===== src/rtl/bsg_acm_ctrl_modal_pkg.sv =====
// Shared types for the modal Arnold's Cat Map controller: FSM states and the
// encrypt/decrypt mode, plus a small width helper.
package bsg_acm_pkg;

   typedef enum logic [1:0] {
      eWAIT   = 2'd0,
      eREDUCE = 2'd1,
      eRUN    = 2'd2,
      eDONE   = 2'd3
   } bsg_acm_state_e;

   typedef enum logic {
      eENCRYPT = 1'b0,
      eDECRYPT = 1'b1
   } bsg_acm_mode_e;

   function automatic int max_width(input int a, input int b);
      return (a > b) ? a : b;
   endfunction

endpackage


===== src/rtl/bsg_acm_ctrl_modal_if.sv =====
// Ready-valid job channel, result channel and cell-array strobes of the cat-map
// controller. The controller takes the slave side.
interface bsg_acm_ctrl_modal_if #(
   parameter int game_len_width_p = 11,
   parameter int period_width_p   = 8
) ();

   logic                        en_i;
   logic [game_len_width_p-1:0] frames_i;
   logic                        mode_i;
   logic                        v_i;
   logic                        ready_o;
   logic                        abort_i;
   logic                        yumi_i;
   logic                        v_o;
   logic [period_width_p-1:0]   iters_o;
   logic                        update_o;
   logic                        en_o;

   modport master (
      output en_i, frames_i, mode_i, v_i, abort_i, yumi_i,
      input  ready_o, v_o, iters_o, update_o, en_o
   );

   modport slave (
      input  en_i, frames_i, mode_i, v_i, abort_i, yumi_i,
      output ready_o, v_o, iters_o, update_o, en_o
   );

endinterface


===== src/rtl/bsg_acm_iter_calc.sv =====
// Combinational step of the modulo reduction: one compare/subtract against the
// period, and the iteration count once the remainder is below the period.
module bsg_acm_iter_calc
   import bsg_acm_pkg::*;
#(
   parameter int game_len_width_p = 11,
   parameter int period_width_p   = 8,
   parameter int period_p         = 192
) (
   input  logic [game_len_width_p-1:0] rem_i,
   input  bsg_acm_mode_e               mode_i,
   output logic                        ge_period_o,
   output logic [game_len_width_p-1:0] rem_minus_period_o,
   output logic [period_width_p-1:0]   count_o
);

   localparam int calc_width_lp = max_width(game_len_width_p, period_width_p);
   localparam logic [calc_width_lp-1:0] period_lp = calc_width_lp'(period_p);

   logic [calc_width_lp-1:0] rem_ext;
   logic [calc_width_lp-1:0] rem_diff;
   logic [calc_width_lp-1:0] undo_count;

   assign rem_ext            = calc_width_lp'(rem_i);
   assign ge_period_o        = (rem_ext >= period_lp);
   assign rem_diff           = rem_ext - period_lp;
   assign rem_minus_period_o = game_len_width_p'(rem_diff);
   assign undo_count         = period_lp - rem_ext;

   // Decrypt undoes the remainder by running forward to the next full period.
   always_comb begin
      count_o = '0;
      if (mode_i == eENCRYPT) begin
         count_o = period_width_p'(rem_ext);
      end else if (rem_ext != '0) begin
         count_o = period_width_p'(undo_count);
      end
   end

endmodule


===== src/rtl/bsg_acm_ctrl_modal.sv =====
// Control FSM for the cat-map cell array: accepts a frame count and mode,
// reduces it modulo the map period, then issues exactly the needed iterations.
module bsg_acm_ctrl_modal
   import bsg_acm_pkg::*;
#(
   parameter int board_width_p     = 128,
   parameter int max_game_length_p = 1024,
   parameter int period_p          = 192
) (
   input  logic                  clk_i,
   input  logic                  reset_i,
   bsg_acm_ctrl_modal_if.slave   io
);

   localparam int game_len_width_lp = $clog2(max_game_length_p + 1);
   localparam int period_width_lp   = $clog2(period_p + 1);
   localparam logic [period_width_lp-1:0] cnt_one_lp = period_width_lp'(1);

   bsg_acm_state_e                state_q, state_d;
   bsg_acm_mode_e                 mode_q, mode_d;
   logic [game_len_width_lp-1:0]  rem_q, rem_d;
   logic [period_width_lp-1:0]    cnt_q, cnt_d;
   logic [period_width_lp-1:0]    iters_q, iters_d;

   logic                          ge_period;
   logic [game_len_width_lp-1:0]  rem_minus_period;
   logic [period_width_lp-1:0]    count;

   bsg_acm_iter_calc #(
      .game_len_width_p (game_len_width_lp),
      .period_width_p   (period_width_lp),
      .period_p         (period_p)
   ) iter_calc (
      .rem_i              (rem_q),
      .mode_i             (mode_q),
      .ge_period_o        (ge_period),
      .rem_minus_period_o (rem_minus_period),
      .count_o            (count)
   );

   // Abort outranks every transition outside WAIT; counters still follow en_i.
   always_comb begin
      state_d = state_q;
      mode_d  = mode_q;
      rem_d   = rem_q;
      cnt_d   = cnt_q;
      iters_d = iters_q;
      unique case (state_q)
         eWAIT: begin
            if (io.v_i) begin
               rem_d   = io.frames_i;
               mode_d  = bsg_acm_mode_e'(io.mode_i);
               iters_d = '0;
               state_d = eREDUCE;
            end
         end
         eREDUCE: begin
            if (io.abort_i) begin
               state_d = eWAIT;
            end else if (ge_period) begin
               rem_d = rem_minus_period;
            end else if (count == '0) begin
               state_d = eDONE;
            end else begin
               cnt_d   = count;
               state_d = eRUN;
            end
         end
         eRUN: begin
            if (io.en_i) begin
               cnt_d   = cnt_q - cnt_one_lp;
               iters_d = iters_q + cnt_one_lp;
               if (cnt_q == cnt_one_lp) begin
                  state_d = eDONE;
               end
            end
            if (io.abort_i) begin
               state_d = eWAIT;
            end
         end
         eDONE: begin
            if (io.abort_i || io.yumi_i) begin
               state_d = eWAIT;
            end
         end
         default: state_d = eWAIT;
      endcase
   end

   always_ff @(posedge clk_i) begin
      if (reset_i) begin
         state_q <= eWAIT;
         mode_q  <= eENCRYPT;
         rem_q   <= '0;
         cnt_q   <= '0;
         iters_q <= '0;
      end else begin
         state_q <= state_d;
         mode_q  <= mode_d;
         rem_q   <= rem_d;
         cnt_q   <= cnt_d;
         iters_q <= iters_d;
      end
   end

   assign io.ready_o  = (state_q == eWAIT);
   assign io.v_o      = (state_q == eDONE);
   assign io.update_o = (state_q == eWAIT) && io.v_i;
   assign io.en_o     = (state_q == eRUN) && io.en_i;
   assign io.iters_o  = iters_q;

`ifndef SYNTHESIS
   a_period_legal: assert property (@(posedge clk_i) (period_p >= 1) && (board_width_p > 0));
   a_ready_v_excl: assert property (@(posedge clk_i) disable iff (reset_i)
                                    !(io.v_o && io.ready_o));
   a_en_only_run:  assert property (@(posedge clk_i) disable iff (reset_i)
                                    !(io.en_o && (state_q != eRUN)));
`endif

endmodule


===== src/flat_wrapper.sv =====
// flat-port wrapper written by rule: the top's interface ports become plain ports
module bsg_acm_ctrl_modal_flat import bsg_acm_pkg::*;
#(
   parameter int board_width_p     = 128,
   parameter int max_game_length_p = 1024,
   parameter int period_p          = 192
)
  (clk_i, reset_i, io_en_i, io_frames_i, io_mode_i, io_v_i, io_abort_i, io_yumi_i, io_ready_o, io_v_o, io_iters_o, io_update_o, io_en_o);
  bsg_acm_ctrl_modal_if #(.game_len_width_p(($clog2((1024) + 1))), .period_width_p(($clog2((192) + 1)))) io_i ();
  input  logic clk_i;
  input  logic reset_i;
  input wire logic [$bits(io_i.en_i)-1:0] io_en_i;
  input wire logic [$bits(io_i.frames_i)-1:0] io_frames_i;
  input wire logic [$bits(io_i.mode_i)-1:0] io_mode_i;
  input wire logic [$bits(io_i.v_i)-1:0] io_v_i;
  input wire logic [$bits(io_i.abort_i)-1:0] io_abort_i;
  input wire logic [$bits(io_i.yumi_i)-1:0] io_yumi_i;
  output wire logic [$bits(io_i.ready_o)-1:0] io_ready_o;
  output wire logic [$bits(io_i.v_o)-1:0] io_v_o;
  output wire logic [$bits(io_i.iters_o)-1:0] io_iters_o;
  output wire logic [$bits(io_i.update_o)-1:0] io_update_o;
  output wire logic [$bits(io_i.en_o)-1:0] io_en_o;
  assign io_i.en_i = io_en_i;
  assign io_i.frames_i = io_frames_i;
  assign io_i.mode_i = io_mode_i;
  assign io_i.v_i = io_v_i;
  assign io_i.abort_i = io_abort_i;
  assign io_i.yumi_i = io_yumi_i;
  assign io_ready_o = io_i.ready_o;
  assign io_v_o = io_i.v_o;
  assign io_iters_o = io_i.iters_o;
  assign io_update_o = io_i.update_o;
  assign io_en_o = io_i.en_o;
  bsg_acm_ctrl_modal #(.board_width_p(board_width_p), .max_game_length_p(max_game_length_p), .period_p(period_p)) u_core (.clk_i(clk_i), .reset_i(reset_i), .io(io_i));
endmodule

===== config.mk =====
export PLATFORM = sky130hd
export DESIGN_NAME = bsg_acm_ctrl_modal_flat
export DESIGN_NICKNAME = d
export VERILOG_FILES = /design/src/rtl/bsg_acm_ctrl_modal_pkg.sv /design/src/rtl/bsg_acm_ctrl_modal_if.sv /design/src/rtl/bsg_acm_iter_calc.sv /design/src/rtl/bsg_acm_ctrl_modal.sv /design/src/flat_wrapper.sv
export SDC_FILE = /design/constraint.sdc
export NUM_CORES = 1
export LEC_CHECK = 0
export ABC_AREA = 1
export CORE_ASPECT_RATIO = 1.75
export CORE_MARGIN = 2
export CORE_UTILIZATION = 40
export DETAILED_ROUTE_END_ITERATION = 8
export HOLD_SLACK_MARGIN = 0.08
export PLACE_DENSITY_LB_ADDON = 0.15
export SLEW_MARGIN = 15
export SYNTH_ARGS = -nofsm -noshare
export SYNTH_HDL_FRONTEND = slang
export SYNTH_HIERARCHICAL = 1
export SYNTH_SLANG_ARGS = --single-unit

===== constraint.sdc =====
create_clock -name clk_i -period 4.94 [get_ports clk_i]
set_input_delay 1.482 -clock clk_i [delete_from_list [all_inputs] [get_ports clk_i]]
set_output_delay 1.482 -clock clk_i [all_outputs]
set_load 0.01 [all_outputs]

==> results of run 1 <==
critical path, delay by kind of cell:
kind | cells | cell delay (ps)
buffers and inverters | 3 | 1170
AND/OR/NAND/NOR | 1 | 110
placed cells by master (no fill, tap or decap), types with 2 or more instances in the layout:
cell type        count
nand2_1             95
nor2_1              48
inv_1               40
dfxtp_1             30
clkdlybuf4s50_1     29
nand3_1             28
a21oi_1             12
o21ai_0             12
o211a_1             11
nand4_1              9
nand2_2              7
xor2_1               6
ha_1                 6
clkbuf_8             5
inv_2                5
o21ai_1              4
clkinv_2             2
nor2_4               2
nand3b_1             2
nor3_1               2
layout make-up:
type	count	area (um^2)
inverters	46	173
repair buffers	29	290
clock buffers	5	68.8
fillers	547	2690
clock inverters	3	40.0
well taps	55	68.8
flip-flops and latches	30	601
multi-input cells	252	1280
state kept, by name (all words and copies together) (netlist names):
signal,cells
u_core/io.iters_o,8
u_core/state_q,2
u_core/rem_q,11
u_core/cnt_q,8
u_core/mode_q,1
cells in the mapped netlist (2+ instances only):
cell / instances
clkbuf_1: 2
buf_4: 8
o21ai_0: 12
xor2_1: 6
nand3b_1: 2
buf_2: 3
nor2_4: 2
inv_2: 5
nor3_1: 2
nor2_1: 48
nand2_2: 7
dfxtp_1: 30
nand4_1: 9
ha_1: 6
nand3_1: 28
o21ai_1: 4
a21oi_1: 12
nand2_1: 95
o211a_1: 11
inv_1: 40
logic make-up after synthesis:
logic type / count (synthesis) / share of synthesized area (%)
xor gates and xnor gates: 7 / 2.86
buffers and inverters: 60 / 12.1
and+or+nand+nor: 196 / 40.1
AOI/OAI and AO/OA: 43 / 13.4
DFF: 30 / 28.0
adders and majority gates: 6 / 3.50
worst max-delay path by stage:
stage,to,slack (ps),cells past startpoint,start
global route,io_update_o,660,4,io_v_i
global placement,io_update_o,700,4,io_v_i
CTS,io_update_o,700,4,io_v_i
floorplan,io_update_o,1760,2,io_v_i
detailed placement,io_update_o,700,4,io_v_i
finish,io_update_o,700,4,io_v_i
through the flow:
step / setup slack [ps] / instances / instance area, um^2 / power [uW]
floorplan: 1760 / 342 / 2140 / 1060
global placement: 702 / 412 / 2420 / 1190
detailed placement: 697 / 412 / 2420 / 1200
CTS: 696 / 420 / 2520 / 1460
global route: 656 / 420 / 2520 / 1600
finish: 701 / 420 / 2520 / 1440
power by group:
part / leakage [uW] / internal (uW) / switching [uW] / total [uW]
Sequential: 0.000247 / 321 / 90.8 / 411
Combinational: 0.000966 / 300 / 486 / 786
Clock: 0.0000579 / 148 / 99.1 / 247
Total: 0.00127 / 769 / 676 / 1440
per-layer routing:
| metal | track usage [%] | part of all wire (%) |
|---|---|---|
| met1 | 19.6 | 40 |
| met5 | 0 | 0 |
| met3 | 3.47 | 2.4 |
| met4 | 8.04 | 2.3 |
| met2 | 32.9 | 56 |
==> impl_metrics.toml, run 1 <==
[run_status]
outcome = "finished, final reports clean"

[synthesis]
ys_seq_area_share_pct = 28.0
syn_inst = 342
ys_ff_latch = 30
synthTopCellsByArea = "dfxtp_1 (28%), nand2_1 (17%), nor2_1 (8.4%), inv_1 (7.0%), nand3_1 (6.5%)"
ys_types = 30
netlist.area_leader.share_pct = 28.0
ys.flop_type = "dfxtp_1"
synth_top_area_cell = "dfxtp_1"
synth_edf_count = 0
syn-mean-instance-area_um2 = 6.27
ys.warnings.count = 6
synth_fp_nets = 366
synthArstFlopShare_pct = 0
netlist_area_um2 = 2140

[pwr]
leakage_uw = 0.00127
powerDensity_nw_per_um2 = 572
vdd_drop_max_uv = 249

[worst_setup_path]
rrSetupSlack_ps = 2690
reg2reg_depth = 13
reg2reg_from = "u_core/rem_q[0]$_SDFFE_PP0P_"
crit_fanout = 4
max_stage_delay_ps = 550
critPathSlowestCell = "clkdlybuf4s50_1"
cp-end-kind = "primary output"
cp-start-kind = "primary input"
crit_arrival_ps = 2760
crit_chain = "clkdlybuf4s50_1 > nand2_2 > inv_1 > clkdlybuf4s50_1"
required_ps = 3460
crit_type = "in -> out"
r2r_end = "u_core/cnt_q[4]$_SDFFE_PP0P_"
cpMostUsedCell = "clkdlybuf4s50_1"

[drt]
drt-initial-drc-count = 58
drtPass1Iterations = 4
viasPerCell = 5.08
antenna_left = 0
detail_route.wl_per_cell_um = 11.7
drcViolationCount = 0
drt-total-wl_um = 4910
vias = 2134

[sta]
finClkSkew_ps = 7.16
fin_tns_setup_ps = 0
fin_crit_ps = 4240
maxSlewHeadroom_pct = 47.8
timing.fmax_ghz = 0.236
hold_violations = 0
tightest_slew_ps = 783
final-setup-viol-count = 0
hold_ws_ps = 477
fin_crit_sh_pct = 85.8
finalMaxSlewViolations = 0
grt_setup_unrepaired = "false"

[finish]
nets = 388
diodes = 0
final_core_util_pct = 48.5
layout-drive-gt1-share_pct = 7.12
syn2layout_area_growth_pct = 17.8

[floorplanning]
io_pins = 30
design.die.area_um2 = 5980
rows = 35
coreArea_um2 = 5210
die_width_um = 59.3
initial_utilization_pct = 41.1
die_h_um = 101

[grt]
grt.overflow.total = 0
grt.total_usage_pct = 18.2
grt_max_degree = 24
antenna_found_initial = 0
grt_pass1_vias = 1983
grt_pass1_wl_um = 8450

[clock_network]
htreeDepth = 2
ctsResizeCount = 0
ctsRootBufferMaster = "clkbuf_8"
cts.sinks = 30
hold_buffers = 0
cts.clk_slew.worst_paths_ps = 70
cts_tree = "built"
cts_buffers = 5
clockBufferDepth = 2
clock_latency_ps = 290
postCtsSetupBuffers = 0

[min_path]
min_from = "u_core/io.iters_o[4]$_SDFFE_PP0P_"
holdPathEnd = "u_core/io.iters_o[4]$_SDFFE_PP0P_"
hold_depth = 2
hold_path.class = "reg -> reg"

[placed_design]
gp_congestion = 0.789
port_buffers = 29
hpwl_um = 3760

[run]
max-cap-violations = 0
(Power assumes the default switching activity.)
==> inputs of run 2 (changes only) <==
CORE_MARGIN = not set   (was 2)
CTS_BUF_LIST = sky130_fd_sc_hd__clkbuf_4   (was not set)
==> run 2 against run 1 <==
Compared with the run above:
- the flow now finishes with violations (design-rule violations)
- via count is 1.4% higher
- register-to-register slack got worse by 30 ps
- non-clock buffer count did not move
- wire length rose by 1.8%
- critical path type unchanged
- sequential power is essentially flat
- final cell count decreased by 0.24%
==> impl_metrics.toml, run 2 (same netlist as run 1, synthesis figures left out) <==
[clock_network]
ctsResizeCount = 0
clockBufferDepth = 2
ctsRootBufferMaster = "clkbuf_4"
postCtsSetupBuffers = 0
hold_buffers = 0
cts.clk_slew.worst_paths_ps = 100
cts_buffers = 5
cts_tree = "built"
clock_latency_ps = 330
htreeDepth = 2
cts.sinks = 30

[worst_setup_path]
crit_fanout = 4
cp-end-kind = "primary output"
crit_type = "in -> out"
max_stage_delay_ps = 530
crit_arrival_ps = 2750
critPathTopFamily = "buffers and inverters"
cpMostUsedCell = "clkdlybuf4s50_1"
rrSetupSlack_ps = 2660
required_ps = 3460
crit_chain = "clkdlybuf4s50_1 > nand2_2 > inv_1 > clkdlybuf4s50_1"
cp-start-kind = "primary input"
crit_buf_inv = 3
critPathSlowestCell = "clkdlybuf4s50_1"

[grt]
antenna_found_initial = 0
grt_pass1_vias = 2080
grt_pass1_wl_um = 8290
grt.overflow.total = 0
grt_max_degree = 24
grt.total_usage_pct = 18.7

[pwr]
powerDensity_nw_per_um2 = 563
vdd_drop_max_uv = 322
leakage_uw = 0.00126

[finish]
final_cell_count_no_fill = 419
layout-drive-gt1-share_pct = 7.12
nets = 388
largest_reg_flops = 11
top_register = "u_core/rem_q"
diodes = 0
seq_area_um2 = 601
syn2layout_area_growth_pct = 16.3
multiInputGateArea_um2 = 1280
nFillCells = 542
mostFrequentLayoutCells = "nand2_1 (95), nor2_1 (48), inv_1 (40), dfxtp_1 (30), clkdlybuf4s50_1 (29)"
final_common_cell = "nand2_1"

[drt]
drtPass1Iterations = 7
detail_route.wl_per_cell_um = 11.9
drt-initial-drc-count = 72
vias = 2164
drt-total-wl_um = 5000
drcViolationCount = 3
viasPerCell = 5.16
antenna_left = 0

[floorplanning]
coreArea_um2 = 5060
design.die.area_um2 = 5670
die_h_um = 98.8
rows = 34
die_width_um = 57.3
initial_utilization_pct = 42.3
io_pins = 30

[placed_design]
port_buffers = 29
gp_congestion = 0.819
hpwl_um = 3790
placed_cells = 411

[sta]
maxSlewHeadroom_pct = 48.5
final-setup-viol-count = 0
finClkSkew_ps = 8.04
tightest_slew_ps = 771
grt_setup_unrepaired = "false"
timing.fmax_ghz = 0.236
hold_violations = 0
fin_tns_setup_ps = 0
finalMaxSlewViolations = 0
fin_crit_sh_pct = 85.7
fin_crit_ps = 4230

[run_status]
violations = "design-rule violations"
outcome = "finished, violations left"

[min_path]
hold_path.class = "reg -> reg"

[run]
max-cap-violations = 0
run 2: cell types whose count changed in the layout (fill, tap and decap cells not counted):
cell      change
clkbuf_4      +5
clkbuf_8      -5
run 2: final timing paths:
kind                                     startpoint  cells after the start                                end
setup / recovery                             io_v_i                      4                        io_update_o
hold / removal    u_core/io.iters_o[4]$_SDFFE_PP0P_                      2  u_core/io.iters_o[4]$_SDFFE_PP0P_
setup reg to reg       u_core/rem_q[1]$_SDFFE_PP0P_                     15       u_core/cnt_q[7]$_SDFFE_PP0P_
hold reg to reg   u_core/io.iters_o[4]$_SDFFE_PP0P_                      2  u_core/io.iters_o[4]$_SDFFE_PP0P_
run 2: layout make-up:
class | instances | share of cell area [%]
Multi-Input combinational cell | 252 | 51.5
Inverter | 46 | 6.93
Clock inverter | 3 | 1.61
Tap cell | 54 | 2.71
Sequential cell | 30 | 24.1
Timing Repair Buffer | 29 | 11.6
Clock buffer | 5 | 1.51
run 2: worst reg2reg max path, stage by stage (launching register included):
cell and delay, ps:
dfxtp_1 330, inv_1 110, ha_1 210, nand2_2 90
nor3b_4 270, nand2_2 120, inv_1 90, nor2_1 50
nor2_1 90, nand2_1 100, o21ai_1 190, nand2_2 140
nand2_2 200, nand2_1 90, nand2_1 60, nor2_1 50
run 2: metrics by stage:
step | hold slack (ps) | setup WS (ps) | util [%] | cell area (um^2) | power, uW
after detailed placement | 485 | 688 | 47.7 | 2410 | 1210
after CTS | 501 | 688 | 49.2 | 2490 | 1410
after floorplan | 449 | 1760 | - | 2140 | 1060
after global placement | 471 | 703 | 47.7 | 2410 | 1200
final | 491 | 708 | 49.2 | 2490 | 1400
after global routing | 526 | 626 | 49.2 | 2490 | 1540
run 2: metal layers:
metal,track usage [%],wire [um],vias up
li1,-,-,1133
met5,0,0,-
met4,10.5,129,0
met1,18.5,2000,973
met2,35.3,2720,46
met3,3.41,144,12
run 2: power by group:
group	internal, uW	leakage [uW]	switching [uW]
clock	105	0.0000450	90.2
combinational	300	0.000966	498
sequential	320	0.000247	90.0
==> inputs of run 3 (changes only) <==
GPL_TIMING_DRIVEN = 0   (was not set)
clock period = 3.4 ns   (was 4.94 ns; I/O delays follow)
==> run 3 against run 2 <==
Compared with the run above:
- the flow still finishes with violations (design-rule violations)
- clock power up 12%
- final area up 2.5%
- global-route usage up 1.3 points
- final cell count up 3.3%
- critical path depth unchanged
- largest cell class unchanged
- largest power group unchanged
- flip-flop and latch count unchanged
- register-to-register slack worse by 1500 ps
- die area unchanged
- first-iteration DRC count up 8.3%
==> impl_metrics.toml, run 3 (same netlist as run 1, synthesis figures left out) <==
[run_status]
outcome = "finished, violations left"
violations = "design-rule violations"

[clock_network]
cts.sinks = 30
postCtsSetupBuffers = 0
hold_buffers = 0
cts_tree = "built"
ctsResizeCount = 0
htreeDepth = 2
clock_latency_ps = 330
cts.clk_slew.worst_paths_ps = 100
ctsRootBufferMaster = "clkbuf_4"
cts_buffers = 5
clockBufferDepth = 2

[min_path]
hold_depth = 2
holdPathEnd = "u_core/io.iters_o[4]$_SDFFE_PP0P_"
hold_path.class = "reg -> reg"
min_from = "u_core/io.iters_o[4]$_SDFFE_PP0P_"

[floorplanning]
initial_utilization_pct = 42.3
die_h_um = 98.8
rows = 34
design.die.area_um2 = 5670
coreArea_um2 = 5060
die_width_um = 57.3
io_pins = 30

[sta]
finClkSkew_ps = 7.32
tightest_slew_ps = 550
hold_violations = 0
fin_crit_sh_pct = 97.4
fin_crit_ps = 3310
fin_tns_setup_ps = 0
grt_setup_unrepaired = "false"
finalMaxSlewViolations = 0
hold_ws_ps = 488
maxSlewHeadroom_pct = 63.1
timing.fmax_ghz = 0.302
final-setup-viol-count = 0

[worst_setup_path]
reg2reg_from = "u_core/rem_q[0]$_SDFFE_PP0P_"
rrSetupSlack_ps = 1210
cp-end-kind = "primary output"
r2r_end = "u_core/cnt_q[3]$_SDFFE_PP0P_"
cp-start-kind = "primary input"
crit_arrival_ps = 2290
crit_type = "in -> out"
crit_fanout = 4
required_ps = 2380
reg2reg_depth = 15

[grt]
grt_max_degree = 11
antenna_found_initial = 0
grt.total_usage_pct = 20.1
grt.overflow.total = 0
grt_pass1_vias = 2138
grt_pass1_wl_um = 9030

[finish]
layout-drive-gt1-share_pct = 9.50
nets = 402
syn2layout_area_growth_pct = 19.2
largest_reg_flops = 11
seq_area_um2 = 601
diodes = 0
nFillCells = 554
top_register = "u_core/rem_q"
multiInputGateArea_um2 = 1280
final_common_cell = "nand2_1"
mostFrequentLayoutCells = "nand2_1 (95), nor2_1 (48), inv_1 (40), dfxtp_1 (30), clkdlybuf4s50_1 (29)"

[drt]
drtPass1Iterations = 6
drt-total-wl_um = 5160
detail_route.wl_per_cell_um = 11.9
antenna_left = 0
vias = 2206
drcViolationCount = 6
drt-initial-drc-count = 78
viasPerCell = 5.09

[pwr]
vdd_drop_max_uv = 462
p_switching_uw = 1000
p_clk_share_pct = 10.7
powerDensity_nw_per_um2 = 799
p_total_uw = 2040
pwr-share-comb_pct = 60.1
leakage_uw = 0.00131
switching_share_pct = 49.1
p_int_uw = 1040
seq_power_share_pct = 29.3

[placed_design]
hpwl_um = 4030
gp_congestion = 0.842
port_buffers = 29

[run]
max-cap-violations = 0
==> run 3: power by group through the flow <==
stage,combinational (uW),clock (uW),sequential (uW)
2_1_floorplan,961,0,573
4_1_cts,1230,231,596
3_5_place_dp,1220,0,604
5_1_grt,1400,244,618
3_3_place_gp,1210,0,599
6_report,1230,218,598
==> run 3: worst max-delay path by stage <==
stage | to | slack, ps | from
floorplan | io_update_o | 1150 | io_v_i
global placement | io_update_o | 70 | io_v_i
detailed placement | io_update_o | 80 | io_v_i
CTS | io_update_o | 70 | io_v_i
global route | io_update_o | 20 | io_v_i
finish | io_update_o | 90 | io_v_i
==> run 3: worst max-delay path: stages <==
cell and delay, ps:
clkdlybuf4s50_1 500, nand2_2 110, inv_1 120, clkdlybuf4s50_1 540
==> run 3: through the flow <==
stage / utilization [%] / std cells / area (um^2) / setup WS [ps]
2_1_floorplan: - / 342 / 2140 / 1150
3_3_place_gp: 49.4 / 425 / 2500 / 68.1
3_5_place_dp: 49.4 / 425 / 2500 / 78.6
4_1_cts: 50.5 / 433 / 2550 / 73.7
5_1_grt: 50.5 / 433 / 2550 / 15.1
6_report: 50.5 / 433 / 2550 / 89.6
==> run 3: metal layers <==
layer / track usage [%] / vias up / part of all wire (%)
li1: - / 1157 / -
met1: 20.1 / 1001 / 40
met2: 39.0 / 41 / 56
met3: 3.54 / 7 / 2.8
met4: 8.26 / 0 / 1.5
met5: 0 / - / 0
==> run 3: cell type report <==
type	count	share of cell area [%]
Buffer	14	3.38
Clock buffer	6	1.76
Clock inverter	2	0.343
Inverter	46	6.76
Multi-Input combinational cell	252	50.2
Sequential cell	30	23.5
Tap cell	54	2.64
Timing Repair Buffer	29	11.4
